**src/rtl/wb_pkg.sv**
```systemverilog
// rtl/wb_pkg.sv - shared constants, request type and helpers for the writeback arbiter
//
// IDX_W_DEF / WIDTH_DEF : default register index and data widths
// wb_req_t              : {rd, data} pair carried through the load FIFO
// onehot_rd()           : register index -> one-hot register mask
package wb_pkg;

    localparam int IDX_W_DEF = 4;
    localparam int WIDTH_DEF = 32;
    localparam int NREG_DEF  = 2 ** IDX_W_DEF;

    // The struct is sized from the package defaults, so the arbiter and the
    // FIFO are built for IDX_W_DEF / WIDTH_DEF.
    typedef struct packed {
        logic [IDX_W_DEF-1:0] rd;
        logic [WIDTH_DEF-1:0] data;
    } wb_req_t;

    function automatic logic [NREG_DEF-1:0] onehot_rd(input logic [IDX_W_DEF-1:0] rd);
        logic [NREG_DEF-1:0] v;
        v     = '0;
        v[rd] = 1'b1;
        return v;
    endfunction

endpackage

```
**src/rtl/wb_arbiter_if.sv**
```systemverilog
// rtl/wb_arbiter_if.sv - writeback arbiter bus: ALU/load inputs, bank write port, pending mask
//
// alu_valid/alu_rd/alu_data   : ALU result, always accepted
// mem_valid/mem_ready/mem_rd/mem_data : load result handshake
// we/rd/wd                    : registered register-bank write port
// pending_mask                : registers with a write still in flight
// stat_writes/stat_mem_stalls : counters, present only with WB_STATS_EN
// Modports: slave = arbiter side, master = producer/bank side.
interface wb_arbiter_if import wb_pkg::*; #(
    parameter int IDX_W = IDX_W_DEF,
    parameter int WIDTH = WIDTH_DEF
) ();

    logic                  alu_valid;
    logic [IDX_W-1:0]      alu_rd;
    logic [WIDTH-1:0]      alu_data;
    logic                  mem_valid;
    logic                  mem_ready;
    logic [IDX_W-1:0]      mem_rd;
    logic [WIDTH-1:0]      mem_data;
    logic                  we;
    logic [IDX_W-1:0]      rd;
    logic [WIDTH-1:0]      wd;
    logic [2**IDX_W-1:0]   pending_mask;
`ifdef WB_STATS_EN
    logic [31:0]           stat_writes;
    logic [31:0]           stat_mem_stalls;
`endif

    modport slave (
        input  alu_valid, alu_rd, alu_data, mem_valid, mem_rd, mem_data,
`ifdef WB_STATS_EN
        output stat_writes, stat_mem_stalls,
`endif
        output mem_ready, we, rd, wd, pending_mask
    );

    modport master (
        output alu_valid, alu_rd, alu_data, mem_valid, mem_rd, mem_data,
`ifdef WB_STATS_EN
        input  stat_writes, stat_mem_stalls,
`endif
        input  mem_ready, we, rd, wd, pending_mask
    );

endinterface

```
**src/rtl/wb_fifo.sv**
```systemverilog
// rtl/wb_fifo.sv - load result FIFO with per-entry valid vector
//
// clk, rst        : clock, asynchronous active-high reset
// i_push/i_push_req : enqueue one request at the tail (ignored when full)
// i_pop           : dequeue the head (ignored when empty)
// o_head          : request at the head
// o_full/o_empty  : occupancy flags from the registered count
// o_valid/o_entries : per-slot valid bit and contents, for the pending mask
module wb_fifo import wb_pkg::*; #(
    parameter int DEPTH = 4
) (
    input  logic    clk,
    input  logic    rst,
    input  logic    i_push,
    input  wb_req_t i_push_req,
    input  logic    i_pop,
    output wb_req_t o_head,
    output logic    o_full,
    output logic    o_empty,
    output logic [DEPTH-1:0] o_valid,
    output wb_req_t o_entries [DEPTH]
);

    localparam int PTR_W = $clog2(DEPTH);

    wb_req_t          r_mem [DEPTH];
    logic [PTR_W-1:0] r_head;
    logic [PTR_W-1:0] r_tail;
    logic [PTR_W:0]   r_count;

    logic             w_do_push;
    logic             w_do_pop;
    logic [PTR_W-1:0] w_off;

    assign o_full    = (r_count == (PTR_W+1)'(DEPTH));
    assign o_empty   = (r_count == '0);
    assign w_do_push = i_push && !o_full;
    assign w_do_pop  = i_pop && !o_empty;
    assign o_head    = r_mem[r_head];
    assign o_entries = r_mem;

    // Pointers are DEPTH-wide modulo counters; DEPTH is a power of two.
    always_ff @(posedge clk or posedge rst) begin
        if (rst) begin
            r_head  <= '0;
            r_tail  <= '0;
            r_count <= '0;
        end else begin
            if (w_do_push) r_tail <= r_tail + PTR_W'(1);
            if (w_do_pop)  r_head <= r_head + PTR_W'(1);
            case ({w_do_push, w_do_pop})
                2'b10:   r_count <= r_count + (PTR_W+1)'(1);
                2'b01:   r_count <= r_count - (PTR_W+1)'(1);
                default: r_count <= r_count;
            endcase
        end
    end

    always_ff @(posedge clk) begin
        if (w_do_push) r_mem[r_tail] <= i_push_req;
    end

    // A slot is live when its distance from the head is below the count.
    always_comb begin
        w_off   = '0;
        o_valid = '0;
        for (int i = 0; i < DEPTH; i++) begin
            w_off      = PTR_W'(i) - r_head;
            o_valid[i] = ({1'b0, w_off} < r_count);
        end
    end

endmodule

```
**src/rtl/wb_arbiter.sv**
```systemverilog
// rtl/wb_arbiter.sv - writeback arbiter merging ALU and load results onto one bank write port
//
// clk, rst : clock, asynchronous active-high reset
// bus      : wb_arbiter_if.slave (ALU input, load handshake, bank write port, pending mask)
// Optional macro WB_STATS_EN adds stat_writes / stat_mem_stalls counters on bus.
module wb_arbiter import wb_pkg::*; #(
    parameter int IDX_W = IDX_W_DEF,
    parameter int WIDTH = WIDTH_DEF,
    parameter int DEPTH = 4
) (
    input  logic          clk,
    input  logic          rst,
    wb_arbiter_if.slave   bus
);

    localparam int NREG = 2 ** IDX_W;

    logic             r_we;
    logic [IDX_W-1:0] r_rd;
    logic [WIDTH-1:0] r_wd;

    logic             w_alu_take;
    logic             w_mem_fire;
    logic             w_mem_keep;
    logic             w_pop;
    logic             w_bypass;
    logic             w_push;
    logic             w_full;
    logic             w_empty;
    wb_req_t          w_head;
    wb_req_t          w_push_req;
    logic [DEPTH-1:0] w_valid;
    wb_req_t          w_entries [DEPTH];
    logic [NREG-1:0]  w_mask;

    // Writes to register 0 are accepted but never reach the bank or the FIFO.
    assign w_alu_take = bus.alu_valid && (bus.alu_rd != '0);
    assign w_mem_fire = bus.mem_valid && !w_full;
    assign w_mem_keep = w_mem_fire && (bus.mem_rd != '0);
    assign w_pop      = !w_alu_take && !w_empty;
    // Bypass only when nothing older is queued, so loads never reorder.
    assign w_bypass   = !w_alu_take && w_empty && w_mem_keep;
    assign w_push     = w_mem_keep && !w_bypass;
    assign w_push_req = '{rd: bus.mem_rd, data: bus.mem_data};

    wb_fifo #(.DEPTH(DEPTH)) u_fifo (
        .clk        (clk),
        .rst        (rst),
        .i_push     (w_push),
        .i_push_req (w_push_req),
        .i_pop      (w_pop),
        .o_head     (w_head),
        .o_full     (w_full),
        .o_empty    (w_empty),
        .o_valid    (w_valid),
        .o_entries  (w_entries)
    );

    always_ff @(posedge clk or posedge rst) begin
        if (rst) begin
            r_we <= 1'b0;
            r_rd <= '0;
            r_wd <= '0;
        end else begin
            r_we <= w_alu_take || w_pop || w_bypass;
            if (w_alu_take) begin
                r_rd <= bus.alu_rd;
                r_wd <= bus.alu_data;
            end else if (w_pop) begin
                r_rd <= w_head.rd;
                r_wd <= w_head.data;
            end else if (w_bypass) begin
                r_rd <= bus.mem_rd;
                r_wd <= bus.mem_data;
            end
        end
    end

    always_comb begin
        w_mask = '0;
        for (int i = 0; i < DEPTH; i++) begin
            if (w_valid[i]) w_mask = w_mask | onehot_rd(w_entries[i].rd);
        end
        if (r_we) w_mask = w_mask | onehot_rd(r_rd);
        w_mask[0] = 1'b0;
    end

    // Ready depends on registered occupancy only: no pass-through when full.
    assign bus.mem_ready    = !w_full;
    assign bus.we           = r_we;
    assign bus.rd           = r_rd;
    assign bus.wd           = r_wd;
    assign bus.pending_mask = w_mask;

`ifdef WB_STATS_EN
    logic [31:0] r_stat_writes;
    logic [31:0] r_stat_mem_stalls;

    always_ff @(posedge clk or posedge rst) begin
        if (rst) begin
            r_stat_writes     <= '0;
            r_stat_mem_stalls <= '0;
        end else begin
            if (r_we) r_stat_writes <= r_stat_writes + 32'd1;
            if (bus.mem_valid && !bus.mem_ready) r_stat_mem_stalls <= r_stat_mem_stalls + 32'd1;
        end
    end

    assign bus.stat_writes     = r_stat_writes;
    assign bus.stat_mem_stalls = r_stat_mem_stalls;
`endif

endmodule

```
**src/flat_wrapper.sv**
```systemverilog
// flat-port wrapper written by rule: the top's interface ports become plain ports
module wb_arbiter_flat import wb_pkg::*;
#(
    parameter int IDX_W = IDX_W_DEF,
    parameter int WIDTH = WIDTH_DEF,
    parameter int DEPTH = 4
)
  (clk, rst, bus_alu_valid, bus_alu_rd, bus_alu_data, bus_mem_valid, bus_mem_rd, bus_mem_data, bus_mem_ready, bus_we, bus_rd, bus_wd, bus_pending_mask);
  wb_arbiter_if #(.IDX_W(IDX_W), .WIDTH(WIDTH)) bus_i ();
  input  logic clk;
  input  logic rst;
  input wire logic [$bits(bus_i.alu_valid)-1:0] bus_alu_valid;
  input wire logic [$bits(bus_i.alu_rd)-1:0] bus_alu_rd;
  input wire logic [$bits(bus_i.alu_data)-1:0] bus_alu_data;
  input wire logic [$bits(bus_i.mem_valid)-1:0] bus_mem_valid;
  input wire logic [$bits(bus_i.mem_rd)-1:0] bus_mem_rd;
  input wire logic [$bits(bus_i.mem_data)-1:0] bus_mem_data;
  output wire logic [$bits(bus_i.mem_ready)-1:0] bus_mem_ready;
  output wire logic [$bits(bus_i.we)-1:0] bus_we;
  output wire logic [$bits(bus_i.rd)-1:0] bus_rd;
  output wire logic [$bits(bus_i.wd)-1:0] bus_wd;
  output wire logic [$bits(bus_i.pending_mask)-1:0] bus_pending_mask;
  assign bus_i.alu_valid = bus_alu_valid;
  assign bus_i.alu_rd = bus_alu_rd;
  assign bus_i.alu_data = bus_alu_data;
  assign bus_i.mem_valid = bus_mem_valid;
  assign bus_i.mem_rd = bus_mem_rd;
  assign bus_i.mem_data = bus_mem_data;
  assign bus_mem_ready = bus_i.mem_ready;
  assign bus_we = bus_i.we;
  assign bus_rd = bus_i.rd;
  assign bus_wd = bus_i.wd;
  assign bus_pending_mask = bus_i.pending_mask;
  wb_arbiter #(.IDX_W(IDX_W), .WIDTH(WIDTH), .DEPTH(DEPTH)) u_core (.clk(clk), .rst(rst), .bus(bus_i));
endmodule
```
**config.mk**
```make
export PLATFORM = sky130hd
export DESIGN_NAME = wb_arbiter_flat
export DESIGN_NICKNAME = d
export VERILOG_FILES = /design/src/rtl/wb_pkg.sv /design/src/rtl/wb_arbiter_if.sv /design/src/rtl/wb_fifo.sv /design/src/rtl/wb_arbiter.sv /design/src/flat_wrapper.sv
export SDC_FILE = /design/constraint.sdc
export NUM_CORES = 1
export LEC_CHECK = 0
export ABC_AREA = 1
export CAP_MARGIN = 20
export CORE_MARGIN = 2
export CORE_UTILIZATION = 55
export CTS_BUF_LIST = sky130_fd_sc_hd__clkbuf_16
export DETAILED_ROUTE_END_ITERATION = 10
export GPL_ROUTABILITY_DRIVEN = 0
export HOLD_SLACK_MARGIN = 0.12
export PLACE_DENSITY = 0.77
export SYNTH_ARGS = -nofsm -noshare
export SYNTH_HDL_FRONTEND = slang
export SYNTH_SLANG_ARGS = --single-unit
```
**constraint.sdc**
```tcl
create_clock -name clk -period 3.5 [get_ports clk]
set_clock_uncertainty 0.1 [all_clocks]
set_input_delay 0.875 -clock clk [delete_from_list [all_inputs] [get_ports clk]]
set_output_delay 0.875 -clock clk [all_outputs]
set_load 0.005 [all_outputs]
```
==> metrics.cfg, run 1 <==
[global_route]
grt_max_degree=74
busiest_layer=met2
globalRoute.totalOverflow=0
grt_pass1_wl_um=38600
grt_usage_pct=27.4
grt_pass1_vias=7756
grt.met3_usage_pct=4.86
gr-usage-met1_pct=35.0
antenna_found_initial=0
gr-usage-met2_pct=45.4

[clock_network]
cts_buffers=17
tritoncts=yes
ctsLongestPathBuffers=2
clkSlewWorstSetupHoldPaths_ns=0.06
worstSkewPairLatency_ns=0.42
cts_sinks=188
clockRootBuffer=clkbuf_16
cts_max_level=4

[route]
drt_iter0_markers=636
via_count=7965
wl_per_cell_um=15.7
postRouteAntennaNets=0
first_pass_iters=6
via_per_inst=5.22
finalWirelength_um=24000
drc_errors=0

[sta]
setup_viol=0
hold_viol=0
slew_headroom_pct=44.3
max_freq_ghz=0.292
grt_setup_unrepaired=yes
finalWorstSetupSlack_ns=0.0802
drv_slew=0
period_share_pct=97.7
final.min_clock_period_ns=3.42
tightest_slew_ns=0.836

[die]
coreArea_um2=16700
die_w_um=135
die_area_um2=18300
boundaryPins=130
fp.dieH_um=135
start_util_pct=56.7
num_rows=47

[critical_path]
crit-reg2reg-capture=u_core.u_fifo.r_count[2]
path_cells=buf_6, nand2_1, nand2_2, ha_1, a21oi_2, nor2_4, nor2_1, nor2_2, nand2_1, clkdlybuf4s50_1
critPathCapture=bus_pending_mask[2]
start_kind=register
cp_num_buf_inv=2
cp.arrival_ns=2.44
worstReg2RegStart=u_core.u_fifo.r_count[0]
cp.depth=10
cp-end-kind=output pin
max_stage_delay_ns=0.44
crit_required_ns=2.52
setup.worst_path.class=register to output pin
cpMostUsedCell=nand2_1
crit_fanout=6
cp_slowest_cell=clkdlybuf4s50_1
r2r_cells=11
ff2ff_setup_slack_ns=1.14
crit_start=u_core.u_fifo.r_head[1]
crit_family=simple AND/OR/NAND/NOR gates

[yosys]
syn_area_um2=9480
synth_ff_type=edfxtp_1
synthTopCellsByArea=edfxtp_1 46%, nand2_1 23%, dfrtp_1 12%, nor2_1 6.2%, inv_1 3.2%
ys_seq_area_share_pct=57.3
ys_async_sr_fraction_pct=23.4
syn_inst=1167
synth_common_cells=579 x nand2_1, 156 x nor2_1, 144 x edfxtp_1
synth_area_per_cell_um2=8.12
synth_cell_types=28
ys.warnings.count=0
synth_top_area_cell=edfxtp_1
synth_edf_count=144
syn_nets=1253
yosysTopAreaCellShare_pct=45.6
synth-seq-cells=188
yosysMostFrequentCell=nand2_1

[power_and_ir_drop]
power_frac_comb_pct=44.4
ir_drop_mv=0.571
powerDensity_nw_per_um2=784
netSwitchingPower_uw=3660
finalPower_uw=9260
p_int_uw=5600
power_frac_seq_pct=35.7
p_sw_share_pct=39.6
p_clk_share_pct=19.9
p_leak_uw=0.00568

[place]
dp_hpwl_um=15700
dp_slack_ns=0.181
portBuffers=128

[final_layout]
final_core_util_pct=70.7
layout-drive-gt1-share_pct=7.42
area_delta_synth_final_pct=24.7
antenna_cells=0
final_nets=1380

[job]
drv_cap=0

[worst_hold_path]
hold_path_class=register to register

[run_status]
status=complete, no violations

[cells by family after synthesis]
| logic type | after synthesis | share of synthesized area, % |
|---|---|---|
| DFF | 188 | 57.3 |
| adders and majority gates | 10 | 1.40 |
| other | 1 | 0.0396 |
| and+or+nand+nor | 823 | 34.3 |
| buffers and inverters | 132 | 6.10 |
| xor gates and xnor gates | 3 | 0.277 |
| AOI/OAI and AO/OA | 10 | 0.647 |
[stage by stage]
step,instance area (um2),hold slack [ns],setup TNS (ns),cells
final,11800,0.382,0,1527
after global placement,11000,0.368,0,1492
after detailed placement,11000,0.372,0,1492
after global routing,11800,0.408,-0.0364,1527
after floorplan,9480,0.353,-0.129,1167
after CTS,11700,0.388,0,1527
[registers in the layout, indices dropped and copies added, names as in the netlist]
register	count
u_core.u_fifo.r_tail	2
u_core.bus.we	1
u_core.u_fifo.r_head	2
u_core.u_fifo.o_entries	144
u_core.u_fifo.r_count	3
u_core.bus.rd	4
u_core.bus.wd	32
[cell usage in the layout (no fill, tap or decap), types with 4 or more instances in the layout]
cell             synthesis  layout
buf_12                   0       6
o21ai_0                  5       4
ha_1                     9       9
nor2_2                   1       5
clkdlybuf4s50_1          0     116
clkinv_4                 0       4
inv_1                   82      78
nand2_2                  3       5
nand4_1                 15      15
dlymetal6s2s_1           0      12
buf_4                    8      19
nor2_4                   0      14
nand3_1                 61      60
inv_2                    3       6
nor2_1                 156     138
dfrtp_1                 44      42
nand2_1                579     575
edfxtp_1               144     144
clkbuf_16                0      17
[worst register-to-register path: cells and delay by family, from the launching register on]
family                   cells  cell delay (ns)
XOR/XNOR                     1             0.15
AND/OR/NAND/NOR              2             0.16
buffers and inverters        3             0.42
adder cells (fa/ha/maj)      2             0.52
flip-flops                   1             0.43
AO/OA/AOI/OAI                3             0.44
[layout make-up]
class	instances	area (um2)
Sequential cell	188	5430
Fill cell	1281	4890
Multi-Input combinational cell	847	3620
Timing Repair Buffer	155	1600
Clock buffer	17	425
Inverter	85	322
Tap cell	220	275
Clock inverter	15	141
[power groups by stage]
stage	Clock (uW)	Sequential (uW)	Combinational, uW
floorplan	0	3310	2320
global placement	0	3310	3790
detailed placement	0	3330	3870
CTS	1860	3290	4060
global route	1960	3360	4580
finish	1840	3300	4110
[worst min-delay path by stage]
stage	slack, ns	cells after the start	to	from
3_3_place_gp	0.37	2	u_core.bus.wd[5]	u_core.bus.wd[5]
5_1_grt	0.41	2	u_core.bus.wd[5]	u_core.bus.wd[5]
3_5_place_dp	0.37	2	u_core.bus.wd[31]	u_core.bus.wd[31]
4_1_cts	0.39	2	u_core.bus.wd[5]	u_core.bus.wd[5]
2_1_floorplan	0.35	2	u_core.u_fifo.r_count[1]	u_core.u_fifo.r_count[1]
6_report	0.38	2	u_core.bus.wd[5]	u_core.bus.wd[5]
[per-layer routing]
metal / vias to the layer above / part of all wire, %
met2: 291 / 49
met4: 0 / 3.1
met1: 3707 / 41
li1: 3908 / -
met5: - / 0
met3: 59 / 6.1
[timing repair]
item,CTS,global route
hold buffers,0,0
setup endpoints to repair,15,15
gates resized for setup,20,32
pin swaps,3,7
setup buffers,3,1
(Power assumes the default switching activity.)
==> inputs of run 2 (changes only) <==
PLACE_DENSITY = 0.8   (was 0.77)
SKIP_CTS_REPAIR_TIMING = 1   (was unset)
==> metrics.cfg, run 2 (same netlist as run 1, synthesis figures left out) <==
[critical_path]
cp_slowest_cell=clkdlybuf4s50_1
crit_fanout=6  ; unchanged
max_stage_delay_ns=0.50  ; +0.06 ns
ff2ff_setup_slack_ns=0.73  ; -0.41 ns
cp-end-kind=output pin
path_cells=inv_2, nand2_1, nand2_2, ha_1, a21oi_2, nor2_4, nor2_4, nand2_1, nand3_1, clkdlybuf4s50_1
crit_start=u_core.u_fifo.r_head[1]
crit_family=buffers and inverters
r2r_cells=11  ; unchanged
start_kind=register
crit_required_ns=2.52  ; about the same
cp.depth=10  ; unchanged
cp_num_buf_inv=2  ; unchanged
cp.arrival_ns=2.43  ; about the same
critPathCapture=bus_pending_mask[15]
worstReg2RegStart=u_core.u_fifo.r_count[0]
crit-reg2reg-capture=u_core.u_fifo.r_count[2]
setup.worst_path.class=register to output pin

[power_and_ir_drop]
power_frac_comb_pct=44.3  ; about the same
finalPower_uw=9340  ; +0.90%
netSwitchingPower_uw=3740  ; +2.1%
p_sw_share_pct=40.0  ; +0.47 points
p_int_uw=5600  ; +0.11%
powerDensity_nw_per_um2=793  ; +1.2%
power_frac_seq_pct=35.4  ; -0.3 points
p_leak_uw=0.00563  ; -0.85%
p_clk_share_pct=20.3  ; +0.4 points
ir_drop_mv=0.473  ; -17%

[global_route]
globalRoute.totalOverflow=0  ; unchanged
grt_usage_pct=27.2  ; -0.16 points
busiest_layer=met2
grt_max_degree=74  ; unchanged
gr-usage-met1_pct=34.1  ; -0.95 points
grt_pass1_vias=7808  ; +0.67%
grt.met3_usage_pct=5.72  ; +0.86 points
antenna_found_initial=1  ; +1
gr-usage-met2_pct=46.4  ; +1.0 points
grt_pass1_wl_um=38300  ; -0.98%

[job]
drv_cap=0  ; unchanged

[clock_network]
cts_buffers=17  ; unchanged
worstSkewPairLatency_ns=0.44  ; +0.02 ns
ctsLongestPathBuffers=2  ; unchanged
clockRootBuffer=clkbuf_16
clkSlewWorstSetupHoldPaths_ns=0.07  ; about the same
cts_sinks=188  ; unchanged
tritoncts=yes
cts_max_level=4  ; unchanged

[final_layout]
final_nets=1381  ; +0.072%
fillerInstances=1254  ; -2.1%
final_cell_mix=576 x nand2_1, 144 x edfxtp_1, 140 x nor2_1, 119 x clkdlybuf4s50_1, 78 x inv_1
layout-drive-gt1-share_pct=7.49  ; +0.071 points
fin_cells=1529  ; +0.13%
largest_reg_flops=144  ; unchanged
area_delta_synth_final_pct=24.3
final_core_util_pct=70.5  ; -0.19 points
final_common_cell=nand2_1

[die]
die_area_um2=18300  ; unchanged
fp.dieH_um=135  ; unchanged
coreArea_um2=16700  ; unchanged
start_util_pct=56.7  ; unchanged
die_w_um=135  ; unchanged
boundaryPins=130  ; unchanged
num_rows=47  ; unchanged

[sta]
tightest_slew_ns=0.836  ; -0.000353 ns
hold_viol=0  ; unchanged
drv_slew=0  ; unchanged
tns_ns=0  ; unchanged
grt_setup_unrepaired=no
final.min_clock_period_ns=3.41  ; -0.0104 ns
max_freq_ghz=0.293  ; +0.30%
period_share_pct=97.4  ; -0.30 points
setup_viol=0  ; unchanged
slew_headroom_pct=44.3  ; about the same

[route]
first_pass_iters=6  ; unchanged
finalWirelength_um=24300  ; +1.5%
via_per_inst=5.31  ; +1.8%
via_count=8117  ; +1.9%
drt_iter0_markers=578  ; -9.1%
drc_errors=0  ; unchanged
postRouteAntennaNets=0  ; unchanged
wl_per_cell_um=15.9  ; +1.4%

[place]
place_inst=1490  ; -0.13%
portBuffers=128  ; unchanged
dp_hpwl_um=15300  ; -2.2%

[worst_hold_path]
hold_path_class=register to register

[run_status]
status=complete, no violations

run 2: cell count changes in the layout (fill, tap and decap cells not counted), sizes merged:
cell,previous run,this run
clkdlybuf4s50,116,119
dlymetal6s2s,12,9
inv,90,93
clkinv,7,5
clkinvlp,2,1
diode,0,1
nand3,62,63
run 2: layout make-up:
type	count	area, um2	area share (%)
Multi-Input combinational cell	848	3630	30.8
Inverter	85	322	2.73
Clock inverter	15	154	1.31
Timing Repair Buffer	155	1540	13.1
Sequential cell	188	5430	46.1
Clock buffer	17	425	3.61
Antenna cell	1	2.50	0.0212
Tap cell	220	275	2.34
run 2: stage by stage:
step | hold slack (ns) | setup slack, ns | cell area, um2
final | 0.389 | 0.0905 | 11800
after global routing | 0.413 | 0.00231 | 11800
after CTS | 0.395 | -0.249 | 11600
after detailed placement | 0.379 | 0.178 | 11000
after global placement | 0.366 | 0.318 | 11000
after floorplan | 0.353 | -0.000893 | 9480
run 2: worst min path at each step:
| stage | start | end | slack (ns) | depth (start not counted) |
|---|---|---|---|---|
| after global routing | u_core.bus.wd[16] | u_core.bus.wd[16] | 0.41 | 2 |
| after global placement | u_core.bus.wd[16] | u_core.bus.wd[16] | 0.37 | 2 |
| final | u_core.bus.wd[16] | u_core.bus.wd[16] | 0.39 | 2 |
| after detailed placement | u_core.bus.wd[16] | u_core.bus.wd[16] | 0.38 | 2 |
| after floorplan | u_core.u_fifo.r_count[1] | u_core.u_fifo.r_count[1] | 0.35 | 2 |
| after CTS | u_core.bus.wd[5] | u_core.bus.wd[5] | 0.40 | 2 |
run 2: power by group through the flow:
| stage | sequential (uW) | clock, uW | combinational (uW) |
|---|---|---|---|
| after floorplan | 3310 | 0 | 2320 |
| after global placement | 3310 | 0 | 3730 |
| after detailed placement | 3330 | 0 | 3840 |
| after CTS | 3290 | 1920 | 3880 |
| after global routing | 3360 | 2000 | 4610 |
| final | 3300 | 1900 | 4140 |
run 2: tightest hold or removal path, stage by stage, from the launching register on:
cell	delay, ns
dfrtp_1	0.34
nand2_1	0.06
nand2_1	0.06
run 2: per-layer routing:
layer / vias to the layer above / share of wire (%)
li1: 3922 / -
met5: - / 0
met1: 3751 / 40
met2: 382 / 50
met4: 0 / 2.6
met3: 62 / 8.0
